### src/rtl/pwm_downcounter_if.sv
// Duty request and timing outputs shared between the PWM parent and pwm_downcounter.
interface pwm_downcounter_if #(
    parameter int unsigned WIDTH = 8
);
    logic [WIDTH-1:0] duty_cycle;
    logic             zero;
    logic             pwm_out;

    modport master (output duty_cycle, input zero, input pwm_out);
    modport slave  (input duty_cycle, output zero, output pwm_out);
endinterface

### src/rtl/pwm_downcounter.sv
// Reloadable tick downcounter plus free-running counter-compare PWM modulator.
// Define PWM_DUTY_SHADOW_EN to latch the duty once per PWM period (glitch-free periods).
module pwm_downcounter #(
    parameter int unsigned WIDTH  = 8,
    parameter int          PERIOD = 392
) (
    input  logic           clk,
    input  logic           reset,
    pwm_downcounter_if.slave bus
);
    localparam int unsigned DW = (PERIOD > 1) ? $clog2(PERIOD) : 1;
    localparam logic [DW-1:0] RELOAD = DW'(PERIOD - 1);

    if (PERIOD < 1) begin : g_bad_period
        $error("pwm_downcounter: PERIOD must be at least 1");
    end

    logic [DW-1:0]    cnt_d;
    logic [WIDTH-1:0] cnt_p;
    logic [WIDTH-1:0] duty_eff;

    always_ff @(posedge clk) begin
        if (!reset) begin
            cnt_d <= RELOAD;
            cnt_p <= '0;
        end else begin
            cnt_d <= (cnt_d == '0) ? RELOAD : cnt_d - DW'(1);
            cnt_p <= cnt_p + WIDTH'(1);
        end
    end

`ifdef PWM_DUTY_SHADOW_EN
    logic [WIDTH-1:0] duty_shadow;

    // Load on the last count so the new value governs the whole next period.
    always_ff @(posedge clk) begin
        if (!reset) begin
            duty_shadow <= '0;
        end else if (cnt_p == '1) begin
            duty_shadow <= bus.duty_cycle;
        end
    end

    assign duty_eff = duty_shadow;
`else
    assign duty_eff = bus.duty_cycle;
`endif

    assign bus.zero    = (cnt_d == '0);
    assign bus.pwm_out = (cnt_p < duty_eff);
endmodule

### src/flat_wrapper.sv
// flat-port wrapper written by rule: the top's interface ports become plain ports
module pwm_downcounter_flat 
#(
    parameter int unsigned WIDTH  = 8,
    parameter int          PERIOD = 392
)
  (clk, reset, bus_duty_cycle, bus_zero, bus_pwm_out);
  pwm_downcounter_if #(.WIDTH(WIDTH)) bus_i ();
  input  logic clk;
  input  logic reset;
  input wire logic [$bits(bus_i.duty_cycle)-1:0] bus_duty_cycle;
  output wire logic [$bits(bus_i.zero)-1:0] bus_zero;
  output wire logic [$bits(bus_i.pwm_out)-1:0] bus_pwm_out;
  assign bus_i.duty_cycle = bus_duty_cycle;
  assign bus_zero = bus_i.zero;
  assign bus_pwm_out = bus_i.pwm_out;
  pwm_downcounter #(.WIDTH(WIDTH), .PERIOD(PERIOD)) u_core (.clk(clk), .reset(reset), .bus(bus_i));
endmodule
### config.mk
export PLATFORM = sky130hd
export DESIGN_NAME = pwm_downcounter_flat
export DESIGN_NICKNAME = d
export VERILOG_FILES = /design/src/rtl/pwm_downcounter_if.sv /design/src/rtl/pwm_downcounter.sv /design/src/flat_wrapper.sv
export SDC_FILE = /design/constraint.sdc
export NUM_CORES = 1
export LEC_CHECK = 0
export BUFFER_PORTS_ARGS = -buffer_cell sky130_fd_sc_hd__buf_2
export CAP_MARGIN = 20
export CORE_AREA = 3 3 49 51
export CTS_CLUSTER_SIZE = 28
export DETAILED_ROUTE_END_ITERATION = 7
export DIE_AREA = 0 0 52 54
export PLACE_DENSITY_LB_ADDON = 0.15
export SETUP_SLACK_MARGIN = 0.05
export SYNTH_ARGS = -nofsm -noshare
export SYNTH_HDL_FRONTEND = slang
export SYNTH_SLANG_ARGS = --single-unit
### constraint.sdc
create_clock -name clk -period 2 [get_ports clk]
set_input_delay 0.1 -clock clk [delete_from_list [all_inputs] [get_ports clk]]
set_output_delay 0.1 -clock clk [all_outputs]
set_load 0.05 [all_outputs]
# After elaboration in Yosys (flattened, before gate mapping)
# Cells that the tools add are included.
[totals]
regBits = 17
inputBits = 10
out_inout_bits = 2
wordCells = 8
[classes]
add_sub_neg = 2
order_cmp = 1
bitwise = 1
n_reduce_logical = 2
[ops]
columns = ["op", "count"]
rows = [
  ["zero test 9 bit", 1],
  ["subtractor 9 x 1 -> 9 bit, second input constant", 1],
  ["adder 8 x 1 -> 8 bit, second input constant", 1],
  ["less-than comparator 8 bit", 1],
  ["OR reduction 2 bit", 1],
  ["inverter 1 bit", 1],
]

# Depth between registers and ports, before layout
[depth]
depth_word = 2
depth_mapped = 6

# Worst setup path before layout
# Ideal clock, no wire load.
[synth_path]
path_type = "register to output"
startpoint = "register u_core.cnt_d[3]"
endpoint = "output port bus_zero"
arrival_time_ns = 2.334
slack_ns = -0.434
path_stages_with_launch = 4
path_cell_list = "dfxtp_1 or3_1 clkbuf_2 nor4_1"
[synth_between]
elab_chain_len = 1
[synth_rtl]
columns = ["item", "line", "text"]
rows = [
  ["start, declared", "pwm_downcounter.sv:18", "logic [DW-1:0] cnt_d;"],
  ["start signal, assigned", "pwm_downcounter.sv:27", "cnt_d <= (cnt_d == '0) ? RELOAD : cnt_d - DW'(1);"],
  ["zero test 9 bit", "pwm_downcounter.sv:49", "assign bus.zero = (cnt_d == '0);"],
  ["end, declared", "flat_wrapper.sv:12", "output wire logic [$bits(bus_i.zero)-1:0] bus_zero;"],
]
# No other way between the ends.

# Worst setup path after layout
[layout_path]
startpoint = "register u_core.cnt_p[1]"
endpoint = "output port bus_pwm_out"
[layout_between]
elab_chain_len = 1
[layout_rtl]
columns = ["item", "line", "text"]
rows = [
  ["start, declared", "pwm_downcounter.sv:19", "logic [WIDTH-1:0] cnt_p;"],
  ["start signal, assigned", "pwm_downcounter.sv:28", "cnt_p <= cnt_p + WIDTH'(1);"],
  ["less-than comparator 8 bit", "pwm_downcounter.sv:50", "assign bus.pwm_out = (cnt_p < duty_eff);"],
  ["end, declared", "flat_wrapper.sv:13", "output wire logic [$bits(bus_i.pwm_out)-1:0] bus_pwm_out;"],
]
# No other way between the ends.

==> run metrics <==
outcome=complete, no violations; first-pass GRT wire length=2950 um; asr flop ratio synth=0%; CP max stage cell=dfxtp_1; largest net degree at the start of global routing=11; wire per inst=11.0 um; max-cap viol count=0; vias in the first global route=740; Clock Skew=0.0117 ns; die height=54 um; area grow syn2layout=13.0%; Starting Density=45.1%; n_diodes=0; Critical Path Max Stage Delay=0.42 ns; M3 GR Usage=2.49%; die area=2810 um^2; die width=52 um; Avg Cell Area, Syn=8.60 um^2; CP endpoint kind=output pin; crit-path max FO=5; Slew headroom=75.1%; total power=0.596 mW; Crit Path Category=flip-flop to output pin; PostCTS Resize Cnt=0; R2R depth=3; crit path cell chain=ha_1 > a2111o_1 > a31oi_1 > clkbuf_4; grt peak-use layer=met2; Worst VDD drop=0.373 mV; buffers added on ports=11; LEAKAGE=0.444 nW; Worst-path clk slew=0.10 ns; core area=1980 um^2; Clk Latency, worst-skew pair=0.29 ns; CTS Hold Bufs=0; worst hold path type=primary input to flip-flop; Post-Route WL=1580 um; Post-synth EDFFs=0; endpoints failing setup=0; Final ANT Viol Nets=0; Net Count, Synth=123; Yosys top cell area share=38.0%; via count=756; CTS H-tree lvls=1; clk buf depth=2; Worst-Margin Slew=0.369 ns; area leader, netlist=dfxtp_1; Final period util=91.8%; CTS Buf Count=3; post-layout util=51.0%; ys flop type=dfxtp_1; Syn Std Cell Area=895 um^2; Tmin final=1.84 ns; CTS sink count=17; DR iter-0 viols=7; sequential element share of the synthesized area=38.0%; Initial DRT Pass Iterations=4; hold path depth=2; Slew Viols, Final=0; RSZ-0062 raised after global routing=no; Startpoint Class=flip-flop; Synth Warn #=0; grt met1 use=16.4%; Post-Place Cells=140; total grt overflow=0; Post-layout nets=137; post-route cell area=1010 um^2; CTS Root Cell=clkbuf_4; setup TNS=0 ns; DRC viols=0; Yosys reg bits=17; Fill cells=204; dpl hpwl=1210 um; Critical Path RT=1.90 ns; met2 usage=24.3%; Tot GR Track Use=13.9%; endpoints failing hold=0; Vias/cell=5.25; Post-Layout Cell Count=144; commonest non-fill, non-tap cell in the layout=dfxtp_1; layout cells sized above 1=16.2%; pwr dens=589 nW/um^2; post-CTS setup buffers=0; # IOs=12; largest cells by area after synthesis=dfxtp_1, ha_1, o21ai_0; max frequency=544 MHz; initial antenna violation count=0; TritonCTS clock tree=done; Cell Area, Placed=981 um^2; Worst Path Arrival=1.74 ns; Synth cell types=31; routability cong.=0.680; # rows=16; Mapped Cells=104; highest-count cells in the layout ignoring fill and taps=dfxtp_1, inv_1, buf_2, o21ai_0, ha_1
-- synthesized netlist by cell type (all sizes together), types with 2 or more instances --
master,instances
nand2b,5
ha,9
or3,5
xor2,3
dfxtp,17
a21oi,8
nand2,6
nor4,2
nor2,6
clkbuf,2
or4,2
nand3,5
o21ai,9
inv,10
-- power breakdown --
part / internal (mW) / switching (mW)
clock: 0.0742 / 0.104
combinational: 0.0283 / 0.0284
sequential: 0.349 / 0.0122
total: 0.452 / 0.144
-- through the flow --
step | setup slack (ns) | hold WS (ns)
5_1_grt | 0.0571 | 0.0423
3_5_place_dp | 0.420 | 0.353
2_1_floorplan | 0.112 | 0.172
4_1_cts | 0.110 | 0.0390
6_report | 0.163 | 0.0512
3_3_place_gp | 0.444 | 0.351
-- state kept, by name (all words and copies together), names as in the netlist --
signal / cells
u_core.cnt_d: 9
u_core.cnt_p: 8
-- kinds of logic after synthesis --
family,share of synthesized area (%)
simple gates,22.2
compound gates,16.4
flops,38.0
buf+inv,5.59
fa+ha+maj,12.6
xor+xnor,3.92
mux,1.26
-- layout make-up --
class                      instances  area, um^2  share of cell area, %
multi-input combinational         74         510                   50.5
inverter                          11        41.3                   4.08
sequential                        17         340                   33.7
clock buffer                       3        22.5                   2.23
clock inverter                     1        5.00                  0.495
tap                               27        33.8                   3.34
timing repair buffer              11        57.6                   5.69
-- worst max-delay path: cells and delay by family (launching register included) --
kind	cells	cell delay, ns
buf+inv	1	0.25
compound gates	2	0.53
flops	1	0.42
fa+ha+maj	1	0.26
-- per-layer routing --
layer	share of wire, %	vias to the layer above
met5	0	-
met1	47	344
li1	-	398
met4	0.88	0
met2	48	12
met3	4.3	2
-- path summary, 6_finish.rpt --
check / startpoint / slack (ns) / end
min: reset / 0.05 / u_core.cnt_d[2]$_SDFF_PP1_
max reg2reg: u_core.cnt_d[3]$_SDFF_PP0_ / 0.40 / u_core.cnt_d[8]$_SDFF_PP1_
min reg2reg: u_core.cnt_d[0]$_SDFF_PP1_ / 0.41 / u_core.cnt_d[0]$_SDFF_PP1_
max: u_core.cnt_p[1]$_SDFF_PN0_ / 0.16 / bus_pwm_out
Note: power is estimated with default switching activity, not from simulation.
